$ cat config.mk
export PLATFORM = sky130hd
export DESIGN_NAME = ct_f_spsram_1024x59_ctrl
export DESIGN_NICKNAME = d
export VERILOG_FILES = /design/src/rtl/ct_f_spsram_1024x59_ctrl.sv
export SDC_FILE = /design/constraint.sdc
export NUM_CORES = 1
export LEC_CHECK = 0
export BUFFER_PORTS_ARGS = -buffer_cell sky130_fd_sc_hd__buf_4
export CAP_MARGIN = 10
export CORE_AREA = 2 2 151 153
export DETAILED_ROUTE_END_ITERATION = 16
export DIE_AREA = 0 0 153 155
export GPL_ROUTABILITY_DRIVEN = 1
export PLACE_DENSITY = 0.41
export SYNTH_ARGS = -nofsm -noshare
export SYNTH_HDL_FRONTEND = slang
export SYNTH_SLANG_ARGS = --single-unit
export TNS_END_PERCENT = 1
$ cat constraint.sdc
create_clock -name forever_cpuclk -period 1.7 [get_ports forever_cpuclk]
set_input_delay 0.17 -clock forever_cpuclk [delete_from_list [all_inputs] [get_ports forever_cpuclk]]
set_output_delay 0.17 -clock forever_cpuclk [all_outputs]
set_load 0.005 [all_outputs]
$ cat src/rtl/ct_f_spsram_1024x59_ctrl.sv
// Request-side controller for a 1024x59 single-port SRAM wrapper: clears the array
// after reset or on demand, then serves single-cycle reads and bit-masked writes.
//
// state | meaning
// INIT  | writing INIT_VAL to entry init_cnt, one entry per cycle
// RUN   | serving client reads/writes, response held under back-pressure
module ct_f_spsram_1024x59_ctrl #(
  parameter int ADDR_WIDTH = 10,
  parameter int DATA_WIDTH = 59,
  parameter int DEPTH      = 1024,
  parameter logic [DATA_WIDTH-1:0] INIT_VAL = '0
) (
  input  logic                  forever_cpuclk,
  input  logic                  cpurst_b,
  input  logic                  init_start,
  output logic                  init_busy,
  input  logic                  req_vld,
  output logic                  req_rdy,
  input  logic                  req_wr,
  input  logic [ADDR_WIDTH-1:0] req_addr,
  input  logic [DATA_WIDTH-1:0] req_wdata,
  input  logic [DATA_WIDTH-1:0] req_bwen,
  output logic                  rsp_vld,
  input  logic                  rsp_rdy,
  output logic [DATA_WIDTH-1:0] rsp_rdata,
  output logic                  sram_cen,
  output logic                  sram_gwen,
  output logic [DATA_WIDTH-1:0] sram_wen,
  output logic [ADDR_WIDTH-1:0] sram_a,
  output logic [DATA_WIDTH-1:0] sram_d,
  input  logic [DATA_WIDTH-1:0] sram_q
);

  typedef enum logic {INIT, RUN} state_t;

  localparam logic [ADDR_WIDTH-1:0] LAST_ADDR = ADDR_WIDTH'(DEPTH - 1);

  state_t                state, state_nxt;
  logic [ADDR_WIDTH-1:0] init_cnt;
  logic                  req_acc;
  logic                  rd_acc;

  always_ff @(posedge forever_cpuclk or negedge cpurst_b) begin
    if (!cpurst_b) begin
      state <= INIT;
    end else begin
      state <= state_nxt;
    end
  end

  // The counter wraps to zero after the last entry, so it is already cleared for the next INIT.
  always_ff @(posedge forever_cpuclk or negedge cpurst_b) begin
    if (!cpurst_b) begin
      init_cnt <= '0;
    end else if (state == INIT) begin
      init_cnt <= init_cnt + ADDR_WIDTH'(1);
    end else begin
      init_cnt <= '0;
    end
  end

  always_ff @(posedge forever_cpuclk or negedge cpurst_b) begin
    if (!cpurst_b) begin
      rsp_vld <= 1'b0;
    end else if (rd_acc) begin
      rsp_vld <= 1'b1;
    end else if (rsp_rdy) begin
      rsp_vld <= 1'b0;
    end
  end

  // The wrapper holds Q while CEN is high, so read data needs no local register.
  assign rsp_rdata = sram_q;

  always_comb begin
    state_nxt = state;
    init_busy = 1'b0;
    req_rdy   = 1'b0;
    req_acc   = 1'b0;
    rd_acc    = 1'b0;
    sram_cen  = 1'b1;
    sram_gwen = 1'b1;
    sram_wen  = '1;
    sram_a    = '0;
    sram_d    = '0;
    case (state)
      INIT: begin
        init_busy = 1'b1;
        sram_cen  = 1'b0;
        sram_gwen = 1'b0;
        sram_wen  = '0;
        sram_a    = init_cnt;
        sram_d    = INIT_VAL;
        if (init_cnt == LAST_ADDR) begin
          state_nxt = RUN;
        end
      end
      RUN: begin
        req_rdy = !rsp_vld || rsp_rdy;
        req_acc = req_vld && req_rdy;
        rd_acc  = req_acc && !req_wr;
        if (req_acc) begin
          sram_cen = 1'b0;
          sram_a   = req_addr;
          if (req_wr) begin
            sram_gwen = 1'b0;
            sram_wen  = req_bwen;
            sram_d    = req_wdata;
          end
        end
        // A clear may only start once no response is owed and the port is idle.
        if (init_start && !rsp_vld && !req_acc) begin
          state_nxt = INIT;
        end
      end
      default: state_nxt = INIT;
    endcase
    // Keep the SRAM deselected while reset is asserted, even though state reads INIT.
    if (!cpurst_b) begin
      sram_cen  = 1'b1;
      sram_gwen = 1'b1;
      sram_wen  = '1;
    end
  end

endmodule

==> results.cfg <==
[outcome]
status = complete, no violations

[floorplanning]
io_pins = 385
rows = 55
dieArea_mm2 = 0.0237
start_util_pct = 10.1
die_w_um = 153
die_h_um = 155
core_area_mm2 = 0.0222

[cells_and_area]
drive_gt1_share_pct = 56.7
diodes = 0
fillers = 2549
nets = 733
final_cell_mix = buf_4 (272), nand2_1 (63), nand3_1 (62), and2_1 (57)
final_cells = 823
layout_commonest_cell = buf_4
final_util_pct = 19.4
syn2layout_area_growth_pct = 92.5

[critical_path]
endpoint = sram_wen[13]
startpoint_type = flop
startpoint = state
crit_type = flop to primary output
cp-end-kind = primary output
crit_family = buffers and inverters
r2r_end = init_cnt[8]
path_buf_inv = 3
worstPathRequired_ns = 1.53
arrival_ns = 1.50
r2r_slack_ns = 0.22
rr_worst_depth = 4
path_cells = inv_2 > a31o_4 > buf_6 > nand3_1 > buf_4
critPathSlowestCell = dfrtp_2
crit_path_max_fanout = 15
worstReg2RegStart = init_cnt[0]
crit_cells = 5
cpPeakStageDelay_ns = 0.44

[min_path]
hold_path.class = primary input to flop

[cts]
clk_latency_ns = 0.24
cts_buffers = 3
htreeDepth = 1
clk_path_buf_depth = 2
clkTransAtPathRegs_ns = 0.04
cts_tree = built
cts_sinks = 12
cts-root-buf = clkbuf_16

[placement]
portBuffers = 266
pre_cts_slack_ns = 0.210
gp_congestion = 0.682
place_hpwl_um = 10700
placed_cells = 813

[logic_synthesis]
syn_nets = 534
synth.yosys.warnings = 0
seq_area_frac_synth_pct = 13.4
synth_top_area_share_pct = 19.8
synth_seq_cells = 12
synth.distinct_cells = 34
synthCells = 340
syn_area_per_cell_um2 = 6.58
syn_area_mm2 = 0.00224
synth_area_leaders = buf_4 (20%), and2_1 (16%), nand3_1 (14%)
yosys.area.top_type = buf_4

[detailed_routing]
initialDrtViolationCount = 73
routed_wirelength_um = 13300
drt-vias-per-instance = 3.66
wire_per_inst_um = 16.2
remaining_drc_errors = 0
vias = 3015
drt-pass1-iter-count = 4
drtAntennaViolNets = 0

[timing]
post-route-period-util_pct = 98.5
worstMarginPinSlew_ns = 0.318
fin_skew_ns = 0.00103
period_minus_slack_ns = 1.67
finalHoldViolCount = 0
setup_tns_ns = 0
drv_slew = 0
slew_headroom_pct = 78.7
timing.fmax_mhz = 597
finalSetupViolCount = 0
finalWorstSetupSlack_ns = 0.0252
rsz0062_at_grt = true

[run]
maxCapViolCount = 0

[pwr]
p_leak_nw = 2.24
p_total_mw = 1.83
ir_drop_mv = 0.229
power.density_mw_per_mm2 = 425

[global_routing]
grt-ovfl-total = 0
grt_pass1_wl_um = 17300
grt_use_total_pct = 9.48
grt_max_degree = 61
grt_antenna_before_repair = 0
grt_pass1_vias = 2837
## metal layers
layer  share of wire, %  up-vias  wire, µm  track usage [%]
met4               0.67        0        89             1.28
met3                 15        4      2020             5.88
met5                  0        -         0            0.414
li1                   -     1437         -                -
met1                 35     1309      4710             10.4
met2                 49      265      6490             16.1
## through the flow
stage / cell area [µm²] / hold slack [ns]
finish: 4310 / 0.139
global route: 4310 / 0.146
CTS: 4210 / 0.146
detailed placement: 4090 / 0.0406
global placement: 4090 / 0.0435
floorplan: 2240 / -0.126
## Yosys cell counts, drive strengths merged
cell type and instances:
clkbuf 17, and2 59, nand4 2, a31o 2, nor2 11, or3 1
nor3 2, nor4 1, nand2 63, mux2 3, inv 5, xnor2 1
buf 71, o21ai 3, nand2b 1, ha 1, and4 1, xor2 2
dfrtp 12, a21oi 2, o31ai 2, nor2b 4, a21o 3, o211ai 1
a22o 6, nand3 63, or2 1
## cell families after synthesis
logic type      count (synthesis)  share of synthesized area (%)
simple gates                  209                           48.1
fa+ha+maj                       1                          0.559
compound gates                 19                           6.32
flops                          12                           13.4
mux                             3                           1.51
xor+xnor                        3                           1.17
buf+inv                        93                           29.0
## where the power goes
part	switching (mW)	internal, mW
registers	0.126	0.369
logic	0.294	0.556
clock network	0.129	0.356
total	0.549	1.28
## how the worst min path moves through the flow
| stage | to | start | cells after the start | slack (ns) |
|---|---|---|---|---|
| 5_1_grt | rsp_vld | req_wr | 2 | 0.15 |
| 4_1_cts | rsp_vld | req_wr | 2 | 0.15 |
| 2_1_floorplan | init_cnt[0] | cpurst_b | 0 | -0.13 |
| 3_5_place_dp | init_cnt[8] | cpurst_b | 1 | 0.04 |
| 6_report | rsp_vld | req_wr | 2 | 0.14 |
| 3_3_place_gp | init_cnt[7] | cpurst_b | 1 | 0.04 |
## state kept, by name, indices dropped and copies added, names as in the netlist
signal    cells
init_cnt     10
state         1
rsp_vld       1
## repair_timing
item,4_1_cts,5_1_grt
endpoints found under the hold margin,3,0
hold buffers,1,0
pin swaps,1,2
resized for setup,2,9
setup endpoints to repair,89,107
gates cloned,0,3
buffers inserted,2,0
## layout make-up
class	count	area, µm²	share of cell area [%]
clock buffer	4	88.8	2.06
tap	285	357	8.28
timing repair buffer	282	2230	51.8
multi-input combinational	235	1310	30.4
sequential	12	303	7.03
inverter	5	18.8	0.436
No activity file was read; power rests on OpenSTA's default activity.
